### config.mk
export PLATFORM = sky130hd
export DESIGN_NAME = process_scheduler
export DESIGN_NICKNAME = d
export VERILOG_FILES = /design/src/rtl/sched_pkg.sv /design/src/rtl/proc_table.sv /design/src/rtl/process_scheduler.sv
export SDC_FILE = /design/constraint.sdc
export NUM_CORES = 1
export LEC_CHECK = 0
export CAP_MARGIN = 0
export CORE_ASPECT_RATIO = 1.75
export CORE_MARGIN = 2
export CORE_UTILIZATION = 55
export DETAILED_ROUTE_END_ITERATION = 10
export PLACE_DENSITY = 0.78
export RECOVER_POWER = 50
export SETUP_SLACK_MARGIN = 0.02
export SLEW_MARGIN = 20
export SYNTH_ARGS = -nofsm -noshare
export SYNTH_HDL_FRONTEND = slang
export SYNTH_HIERARCHICAL = 1
export SYNTH_SLANG_ARGS = --single-unit
### constraint.sdc
create_clock -name clk -period 23.6 [get_ports clk]
set_input_delay 4.72 -clock clk [delete_from_list [all_inputs] [get_ports clk]]
set_output_delay 4.72 -clock clk [all_outputs]
set_load 0.1 [all_outputs]
### src/rtl/sched_pkg.sv
// Shared definitions for the round-robin process scheduler.
//   - state_t      : scheduler FSM states
//   - wr_op_t      : process-table write-port operations
//   - proc_entry_t : one process-table slot {valid, pc, quantum}
//   - eff_quantum  : maps a requested quantum of 0 to the default quantum
package sched_pkg;

  localparam int unsigned PID_W_DEF   = 2;
  localparam logic [31:0] DEF_QUANTUM = 32'd1000;

  typedef enum logic [1:0] {
    S_IDLE,
    S_SAVE,
    S_SEARCH,
    S_GRANT
  } state_t;

  typedef enum logic [1:0] {
    WR_NONE,
    WR_CREATE,
    WR_SAVE,
    WR_RETIRE
  } wr_op_t;

  typedef struct packed {
    logic        valid;
    logic [31:0] pc;
    logic [31:0] quantum;
  } proc_entry_t;

  function automatic logic [31:0] eff_quantum(input logic [31:0] q, input logic [31:0] dflt);
    return (q == 32'd0) ? dflt : q;
  endfunction

endpackage

### src/rtl/proc_table.sv
// NPROC-entry process table.
//   clk, rst          : clock, asynchronous active-high reset (clears every slot)
//   wr_op/wr_pid      : single write port; create writes a whole slot, save writes
//   wr_pc/wr_quantum  :   only the PC, retire clears only the valid bit
//   search_pid/_valid : combinational read of a slot's valid bit
//   grant_pid/_entry  : combinational read of a whole slot
//   free_pid          : lowest-index free slot (meaningless when full)
//   full / empty      : all slots valid / no slot valid
module proc_table
  import sched_pkg::*;
#(
  parameter int unsigned PID_W = PID_W_DEF
) (
  input  logic             clk,
  input  logic             rst,
  input  wr_op_t           wr_op,
  input  logic [PID_W-1:0] wr_pid,
  input  logic [31:0]      wr_pc,
  input  logic [31:0]      wr_quantum,
  input  logic [PID_W-1:0] search_pid,
  output logic             search_valid,
  input  logic [PID_W-1:0] grant_pid,
  output proc_entry_t      grant_entry,
  output logic [PID_W-1:0] free_pid,
  output logic             full,
  output logic             empty
);

  localparam int unsigned NPROC = 1 << PID_W;

  proc_entry_t entries [NPROC];

  always_ff @(posedge clk or posedge rst) begin
    if (rst) begin
      for (int i = 0; i < NPROC; i++) begin
        entries[i] <= '0;
      end
    end else begin
      unique case (wr_op)
        WR_CREATE: entries[wr_pid] <= '{valid: 1'b1, pc: wr_pc, quantum: wr_quantum};
        WR_SAVE:   entries[wr_pid].pc <= wr_pc;
        WR_RETIRE: entries[wr_pid].valid <= 1'b0;
        default:   ;
      endcase
    end
  end

  assign search_valid = entries[search_pid].valid;
  assign grant_entry  = entries[grant_pid];

  // Descending scan so the last assignment wins: the lowest free index.
  always_comb begin
    free_pid = '0;
    full     = 1'b1;
    empty    = 1'b1;
    for (int i = NPROC - 1; i >= 0; i--) begin
      if (!entries[i].valid) begin
        free_pid = PID_W'(i);
        full     = 1'b0;
      end else begin
        empty = 1'b0;
      end
    end
  end

endmodule

### src/rtl/process_scheduler.sv
// Round-robin process scheduler beside the BIOS controller.
//   clk, rst                          : clock, asynchronous active-high reset
//   create_req/pc/quantum             : register a new process (quantum 0 -> default)
//   create_ack/err/pid                : one-cycle create result, slot allocated
//   switch_req/cur_pc/cur_done        : context-switch request from the BIOS
//   switch_valid/next_pid/pc/quantum  : one-cycle pulse with the selected process
//   idle                              : no runnable process in the table
//   busy                              : a switch is in progress
//   table_full                        : every slot is valid
module process_scheduler
  import sched_pkg::*;
#(
  parameter int unsigned PID_W           = PID_W_DEF,
  parameter logic [31:0] DEFAULT_QUANTUM = DEF_QUANTUM
) (
  input  logic             clk,
  input  logic             rst,
  input  logic             create_req,
  input  logic [31:0]      create_pc,
  input  logic [31:0]      create_quantum,
  output logic             create_ack,
  output logic             create_err,
  output logic [PID_W-1:0] create_pid,
  input  logic             switch_req,
  input  logic [31:0]      cur_pc,
  input  logic             cur_done,
  output logic             switch_valid,
  output logic [PID_W-1:0] next_pid,
  output logic [31:0]      next_pc,
  output logic [31:0]      next_quantum,
  output logic             idle,
  output logic             busy,
  output logic             table_full
);

  localparam int unsigned NPROC = 1 << PID_W;

  state_t           state;
  logic             running;
  logic [PID_W-1:0] cur_pid;
  logic [PID_W-1:0] cand;
  logic [PID_W-1:0] exam_cnt;
  logic [PID_W-1:0] sel;
  logic [31:0]      lat_pc;
  logic             lat_done;

  wr_op_t           wr_op;
  logic [PID_W-1:0] wr_pid;
  logic [31:0]      wr_pc;
  logic [31:0]      wr_quantum;
  logic             search_valid;
  proc_entry_t      grant_entry;
  logic [PID_W-1:0] free_pid;
  logic             full;
  logic             empty;

  proc_table #(
    .PID_W (PID_W)
  ) u_table (
    .clk          (clk),
    .rst          (rst),
    .wr_op        (wr_op),
    .wr_pid       (wr_pid),
    .wr_pc        (wr_pc),
    .wr_quantum   (wr_quantum),
    .search_pid   (cand),
    .search_valid (search_valid),
    .grant_pid    (sel),
    .grant_entry  (grant_entry),
    .free_pid     (free_pid),
    .full         (full),
    .empty        (empty)
  );

  // Both flags come straight from the table registers, so they follow every table write.
  assign table_full = full;
  assign idle       = empty;

  always_comb begin
    wr_op      = WR_NONE;
    wr_pid     = cur_pid;
    wr_pc      = lat_pc;
    wr_quantum = eff_quantum(create_quantum, DEFAULT_QUANTUM);
    unique case (state)
      S_IDLE: begin
        if (!switch_req && create_req && !full) begin
          wr_op  = WR_CREATE;
          wr_pid = free_pid;
          wr_pc  = create_pc;
        end
      end
      S_SAVE: begin
        if (running) begin
          wr_op = lat_done ? WR_RETIRE : WR_SAVE;
        end
      end
      default: ;
    endcase
  end

  always_ff @(posedge clk or posedge rst) begin
    if (rst) begin
      state        <= S_IDLE;
      running      <= 1'b0;
      cur_pid      <= '0;
      cand         <= '0;
      exam_cnt     <= '0;
      sel          <= '0;
      lat_pc       <= '0;
      lat_done     <= 1'b0;
      create_ack   <= 1'b0;
      create_err   <= 1'b0;
      create_pid   <= '0;
      switch_valid <= 1'b0;
      next_pid     <= '0;
      next_pc      <= '0;
      next_quantum <= '0;
      busy         <= 1'b0;
    end else begin
      create_ack   <= 1'b0;
      create_err   <= 1'b0;
      switch_valid <= 1'b0;
      unique case (state)
        S_IDLE: begin
          if (switch_req) begin
            lat_pc   <= cur_pc;
            lat_done <= cur_done;
            busy     <= 1'b1;
            state    <= S_SAVE;
          end else if (create_req) begin
            if (!full) begin
              create_ack <= 1'b1;
              create_pid <= free_pid;
            end else begin
              create_err <= 1'b1;
            end
          end
        end
        S_SAVE: begin
          // Start after the preempted slot so it is examined last.
          cand     <= cur_pid + PID_W'(1);
          exam_cnt <= '0;
          state    <= S_SEARCH;
        end
        S_SEARCH: begin
          if (search_valid) begin
            sel   <= cand;
            state <= S_GRANT;
          end else if (exam_cnt == PID_W'(NPROC - 1)) begin
            state <= S_GRANT;
          end else begin
            cand     <= cand + PID_W'(1);
            exam_cnt <= exam_cnt + PID_W'(1);
          end
        end
        S_GRANT: begin
          switch_valid <= 1'b1;
          busy         <= 1'b0;
          state        <= S_IDLE;
          // The table is frozen while busy, so an exhausted search means every slot is
          // invalid and the stale sel reads an invalid entry.
          if (grant_entry.valid) begin
            next_pid     <= sel;
            next_pc      <= grant_entry.pc;
            next_quantum <= grant_entry.quantum;
            running      <= 1'b1;
            cur_pid      <= sel;
          end else begin
            running <= 1'b0;
          end
        end
        default: state <= S_IDLE;
      endcase
    end
  end

endmodule

* Word-level counts from Yosys, hierarchy flattened *
Index checks and enable logic that the tools add are counted.
Widths: inputs -> output; s select.

cells by class
  add/sub/neg operators = 3
  order comparisons = 4
  equal/unequal tests = 11
  mux-type cells = 59
  bitwise logic cells = 5
  reduce and logical (&&, ||, !) cells = 17

operator list
  kind                 count
  $bwmux 260           3
  $pmux 260 s3         1
  $demux 65 s2         3
  $mux 65              6
  $bmux 65 s2          2
  $mux 32              3
  $mux 64              1
  $logic_not 32->1     1
  $mux 2               14
  $mux 1               21
  $pmux 2 s2           3
  $eq 2x2->1 const B   5
  $reduce_and 2->1     5
  $ge 3x3->1 const B   3
  $not 2->3            3
  $pmux 2 s4           1
  $add 2x1->2 const B  3
  $ne 2x2->1 const B   3
  $eq 2x1->1 const B   2
  $reduce_and 4->1     1
  $reduce_bool 2->1    2
  $logic_and 1x1->1    3
  $lt 3x1->1 const B   1
  $ne 3x3->1 const B   1
  other kinds (6)      8

storage, ports and cells
  register bits after elaboration = 374
  input bits = 101
  output and inout port bits = 74
  logic and storage cells = 126

* Longest topological paths before layout *
Gate-level depths: netlist of the first run.

  word-level depth = 15
  gate-level depth with buffers = 12
  mapped depth without buffers = 8

* Modules after synthesis *
Netlist of the first run, hierarchy kept.

modules (own cells, without submodules)
  module             times used  cells an instance  area an instance (um^2)  seq. area each (um^2)
  proc_table         1           654                11,267.1                 6,506.2
  process_scheduler  1           354                5,151.2                  2,852.7

* Least setup slack after synthesis of the first run *
Ideal clock, no wire load.

  kind = reg2out
  start = reg u_table/entries[194] (netlist name)
  end = out idle
  data arrival time = 3.347 ns
  data required time = 18.880 ns
  setup slack = 15.533 ns
  cell stages (with the launch flop) = 2
  path buffers = 0
  cells stage by stage = dfrtp_1 -> nor4_1

on the way
  longest elaborated chain between the ends = 2

RTL lines
  what                             RTL line                 source
  start, declared                  proc_table.sv:31         proc_entry_t entries [NPROC];
  start signal, assigned by index  proc_table.sv:40         WR_CREATE: entries[wr_pid] <= '{valid: 1'b1, pc: wr_pc, quantum: wr_quantum};
  $mux 1 (2 in series)             proc_table.sv:57         if (!entries[i].valid) begin
  end, declared                    process_scheduler.sv:31  output logic idle,

No other way between the ends.

==> results of run 1 <==
[metal layers]
metal	vias up	GRT usage, %	share of wire, %
li1	3949	-	-
met1	4742	27.01	40
met2	148	40.63	54
met3	48	3.377	3.2
met4	0	6.151	2.3
met5	-	0	0
[cells in the final DEF, fill, tap and decap left out, drive strengths merged]
cell type and instances:
mux2 390, dfrtp 374, clkdlybuf4s50 172, mux4 66
clkbuf 55, nand2 14, nor4 9, nor2 9
inv 8, o21ai 7, buf 7, o21bai 6
ha 5, nand2b 5, clkinv 5, nand3 4
a21o 4, bufinv 3, clkinvlp 3, nand4 2
xnor2 2, dlygate4sd3 2, nand3b 2, nor3b 2
nor2b 1, or3b 1, o211ai 1, and4bb 1
and2 1, and3 1, o22a 1, mux2i 1
o2bb2ai 1, and4b 1, a311o 1, nor3 1
a21oi 1, or2 1, a21boi 1
[worst min-delay path by stage]
stage / start / endpoint / slack, ps / cells past startpoint
final: u_table/entries[249] / u_table/entries[249] / 490 / 1
after detailed placement: u_table/entries[33] / u_table/entries[33] / 470 / 1
after CTS: u_table/entries[125] / u_table/entries[125] / 490 / 1
after global routing: u_table/entries[248] / u_table/entries[248] / 510 / 1
after floorplan: u_table/entries[121] / u_table/entries[121] / 450 / 1
after global placement: u_table/entries[33] / u_table/entries[33] / 460 / 1
[metrics by stage]
| stage | hold WS, ps | utilization, % |
|---|---|---|
| 6_report | 490.0 | 66.32 |
| 5_1_grt | 505.9 | 66.32 |
| 4_1_cts | 489.8 | 66.29 |
| 3_5_place_dp | 473.8 | 62.33 |
| 3_3_place_gp | 462.5 | 62.33 |
| 2_1_floorplan | 452.4 | - |
[power by group]
| part | total, mW | internal [mW] | switching [mW] |
|---|---|---|---|
| registers | 1.06 | 0.903 | 0.157 |
| clock network | 0.571 | 0.336 | 0.235 |
| logic | 1.24 | 0.562 | 0.680 |
[kinds of logic (layout without fill, tap and decap cells)]
kind of cell / count (synthesis) / in the layout / synth area share (%)
and+or+nand+nor: 55 / 55 / 1.928
DFF: 374 / 374 / 57.00
AOI/OAI and AO/OA: 23 / 23 / 0.9602
muxes: 457 / 457 / 36.60
buffers and inverters: 92 / 255 / 3.025
adders and majority gates: 5 / 5 / 0.3810
xor gates and xnor gates: 2 / 2 / 0.1067
[final cells by class]
class | count | area share (%)
Inverter | 10 | 0.2054
Clock inverter | 9 | 0.6869
Timing Repair Buffer | 185 | 9.488
Multi-Input combinational cell | 542 | 33.86
Sequential cell | 374 | 48.04
Tap cell | 382 | 2.452
Clock buffer | 51 | 5.277
[worst max-delay path, stage by stage]
cell           delay (ps)
dlygate4sd3_1         590
clkinvlp_2           2780
clkbuf_1             2960
==> impl_results.md, run 1 <==
- Status: complete, but fails checks
- Violated checks: max-capacitance violations, max-slew violations
- Htree depth: 2
- Fin area: around 19000 um^2
- Area occupied by multi-input gates: 6599 um^2
- Crit end category: asynchronous set/reset pin
- Drt drc: 0
- P&R area growth vs syn: 18.72%
- CTS max path bufs: 3
- DP Worst Slack: ~15000 ps
- Total core area: 29390 um^2
- CTS sink count: roughly 370
- Post-synthesis cell area: 16420 um^2
- Top cells by count, synth: 374 x dfrtp_1, 322 x mux2_2, 66 x mux4_2, 37 x buf_2, 36 x mux2_1
- Post-CTS Setup Bufs: 0
- Max Cap Violations: 10
- Startpoint types: primary input
- Post-DRT Antenna Nets: 0
- Hold-fix buffers, CTS: 0
- Worst Skew: between 10 and 15 ps
- Lkg Pwr: slightly below 9 nW
- Port buffer count: roughly 170
- Share of cells above drive strength 1: 41.67%
- Least-Margin Pin Slew: between 5000 and 6000 ps
- Final Wtd Congestion: approximately 0.73
- Synth area leader: dfrtp_1
- Cells after DPL: between 1000 and 1500
- Std cell rows: 83
- Area post-placement: around 18000 um^2
- Final hold viol count: 0
- Antenna Cells: 0
- Achievable Freq: 0.08671 GHz
- Sequential share of the synthesized area: a little under three fifths
- GRT Total Usage: ~22%
- Initial antenna violation count: 0
- DRT Wirelength: ~33 mm
- DR iter-0 viols: approximately 320
- CTS tree: done
- Initial DRT Pass Iterations: 4
- Clk pin slew, worst setup/hold paths: 60 ps
- Synth top area cells: dfrtp_1 57%, mux2_2 22%, mux4_2 9.1%, mux2_4 2.9%, mux2_1 2.5%
- Number of synthesized register bits: approximately 370
- Synth cell types: 40
- Worst reg2reg setup slack: about 18000 ps
- Vias post-DR: 8887
- RR Startpoint: state[0]
- Largest net degree at the start of global routing: around 120
- RSZ-0062 raised after global routing: false
- Root buffer cell: clkbuf_16
- Initial Utilization: a little under three fifths
- Final std cells w/o fill: around 1600
- TritonCTS Buffers: 36
- Syn Inst Count: just over 1000
- Post-synth EDFFs: 0
- VDD IR max: roughly 110 uV
- Die area: about 31000 um^2
- Predominant post-synthesis flop cell: dfrtp_1
- YS warnings: 6
- First-pass GRT wire length: 53.96 mm
- Mean Syn Cell Area: 16.29 um^2
- Grt total ovfl: 0
- FF-to-FF End: u_table/entries[114]
- Crit. Startpoint: rst
- Final setup viols: 0
- WP data arrival: approximately 11000 ps
- Worst r2r path cells: 7
- DIE HEIGHT: roughly 230 um
- WP data required: 23280 ps
- Fillers: about 2100
- Synth top area share: a little under three fifths
- CTS resizes: 0
- Nets@finish: between 1000 and 1500
- Io pins: roughly 180
- Total power: 2.873 mW
- Top-count cell post-synth: dfrtp_1
- Tcrit/Tclk final: 48.87%
- Vias per cell: about 5.7
- Post-DP HPWL: between 20 and 25 mm
- Die width: approximately 130 um
- Critical setup path kind: primary input to asynchronous set/reset pin
- Vias in the first global route: just under 10000
- Ys async rst share: 100.0%
- Final setup TNS: 0 ps
- Rel. slew slack: -235.6%
- Clock Latency Late Sink: roughly 520 ps
- Mapped Nets: around 1100
- CP max FO: ~120
- Setup slack after layout: between 10000 and 15000 ps
- Period minus WS final: around 12000 ps
- Pwr/cell area: about 150 nW/um^2
- Hold Crit Class: register to register
- Fin. max-slew vios: slightly below 600
- Reg area: between 9000 and 10000 um^2
- Wire per inst: approximately 21 um
No activity file was read; power rests on OpenSTA's default activity.
==> run 2: changes to the inputs <==
- clock period: 23.6 -> 11.9 ns (I/O delays scaled with it)
==> run 2 against run 1 <==
The run still ends with max-capacitance violations, max-slew violations left. Critical path depth rose by 3. Register-to-register slack got worse by 12000 ps. Count of clock-buffer cells in the layout did not move. Worst hold slack got worse by 4.4 ps. Sequential power rose by 98%. Worst setup slack got worse by 7400 ps. Global-route usage fell by 0.22 points. Sequential cell count did not move. First-iteration DRC count rose by 23%. Combinational power rose by 98%. Cell count rose by 0.19%. Critical path type is now primary input to register.
==> impl_results.md, run 2 (synthesis gave the netlist of run 1 again) <==
- Crit. Startpoint: switch_req
- RSZ-0062 raised after global routing: false
- Std cell rows: 83
- DIE HEIGHT: roughly 230 um
- Startpoint types: primary input
- Grt total ovfl: 0
- First-pass GRT wire length: roughly 53 mm
- Clk pin slew, worst setup/hold paths: approximately 60 ps
- CTS sink count: about 370
- Initial DRT Pass Iterations: 4
- Highest metal used: met4
- Most common cell after layout, fill and taps aside: dfrtp_1
- WP data required: around 12000 ps
- Slowest stage delay, CP: 2040 ps
- Area post-placement: 18320 um^2
- Slowest cell on the critical path: and4bb_1
- M1 wire length: about 13 mm
- P&R area growth vs syn: 18.93%
- Crit end category: register
- CTS tree: done
- Io pins: around 180
- Metal2 WL: 18.33 mm
- Post-CTS Setup Bufs: 0
- Least-Margin Pin Slew: ~5000 ps
- Vias in the first global route: between 9000 and 10000
- Violated checks: max-capacitance violations, max-slew violations
- Htree depth: 2
- Fin area: around 20000 um^2
- Lkg Pwr: about 8.7 nW
- Initial Utilization: a little under three fifths
- Root buffer cell: clkbuf_16
- TritonCTS Buffers: 35
- Largest net degree at the start of global routing: ~120
- VDD IR max: 216.1 uV
- Achievable Freq: about 0.14 GHz
- DRT Wirelength: between 30 and 40 mm
- Tcrit/Tclk final: approximately three fifths
- Fin. max-slew vios: ~450
- Initial antenna violation count: 0
- Final Wtd Congestion: a little over 0.7
- Port buffer count: roughly 170
- Max Cap Violations: 8
- DR WL met3: ~960 um
- Worst Hold Slack: about 500 ps
- Wire per inst: approximately 21 um
- CTS resizes: 0
- Clock Latency Late Sink: between 500 and 600 ps
- WP data arrival: 7660 ps
- Critical setup path kind: primary input to register
- Vias post-DR: roughly 9000
- Most frequent cells in the layout: 373 x dfrtp_1, 321 x mux2_2, 172 x clkdlybuf4s50_1, 66 x mux4_2, 37 x mux2_1
- Rel. slew slack: -236.4%
- Total core area: 29390 um^2
- Hold-fix buffers, CTS: 0
- Final setup viols: 0
- Die width: roughly 130 um
- CP Cell Sequence: dlygate4sd3_1 -> and4bb_1 -> o21ai_0 -> nand2b_1 -> nor2_4 -> mux2_2
- Hold Startpoint: u_table/entries[33]
- GRT Total Usage: between 20 and 25%
- Final setup TNS: 0 ps
- Drt drc: 0
- Post-DRT Antenna Nets: 0
- Status: complete, but fails checks
- Vias per cell: approximately 5.8
- Final hold viol count: 0
- RR Startpoint: state[0]
- Post-DP HPWL: 20.89 mm
- CP max FO: 40
- Worst Skew: between 15 and 20 ps
- DR iter-0 viols: about 390
- Period minus WS final: ~7300 ps
- Antenna Cells: 0
- Pwr/cell area: a little under 300 nW/um^2
- Die area: roughly 31000 um^2
- Nets@finish: 1255
- Share of cells above drive strength 1: 42.08%
- Fin util: 66.44%
- Hold Crit Class: register to register
- CTS max path bufs: 3
[run 2: cell types whose count changed in the layout (fill, tap and decap cells not counted), sizes merged]
cell / change
inv: +2
clkbuf: -1
buf: +2
bufinv: -1
clkinv: +1
[run 2: final cells by class]
type / instances / area [um^2]
fillers: 2093 / 9863
flip-flops and latches: 374 / 9363
multi-input cells: 542 / 6599
repair buffers: 186 / 1881
clock buffers: 51 / 1037
well taps: 382 / 478.0
clock inverters: 11 / 128.9
inverters: 10 / 40.04
[run 2: final timing paths]
check,to,slack [ps],depth (start not counted)
setup / recovery,u_table/entries[127],4650,6
hold / removal,u_table/entries[33],490,1
setup reg to reg,u_table/entries[127],6370,7
hold reg to reg,u_table/entries[33],490,1
max in group asynchronous,next_pc[24],5110,3
min in group asynchronous,lat_pc[4],3280,2
[run 2: power breakdown]
part / internal (mW) / switching, mW / total, mW
registers: 1.79 / 0.313 / 2.10
clock network: 0.654 / 0.472 / 1.13
logic: 1.11 / 1.35 / 2.46
[run 2: critical path, delay by kind of cell]
| kind | cells | cell delay, ps |
|---|---|---|
| AO/OA/AOI/OAI | 1 | 870 |
| buffers and inverters | 1 | 590 |
| multiplexers | 1 | 430 |
| AND/OR/NAND/NOR | 3 | 3360 |
[run 2: per-stage QoR]
stage | power (mW) | worst slack, ps | cells
5_1_grt | 5.977 | 4041 | 1556
3_3_place_gp | 4.505 | 5641 | 1491
4_1_cts | 5.728 | 6098 | 1553
6_report | 5.690 | 4650 | 1556
2_1_floorplan | 3.994 | 2365 | 1008
3_5_place_dp | 4.582 | 5542 | 1491
[run 2: per-layer routing]
metal | up-vias | track usage [%]
li1 | 3954 | -
met1 | 4793 | 26.74
met2 | 157 | 40.56
met3 | 46 | 2.941
met4 | 0 | 6.020
met5 | - | 0
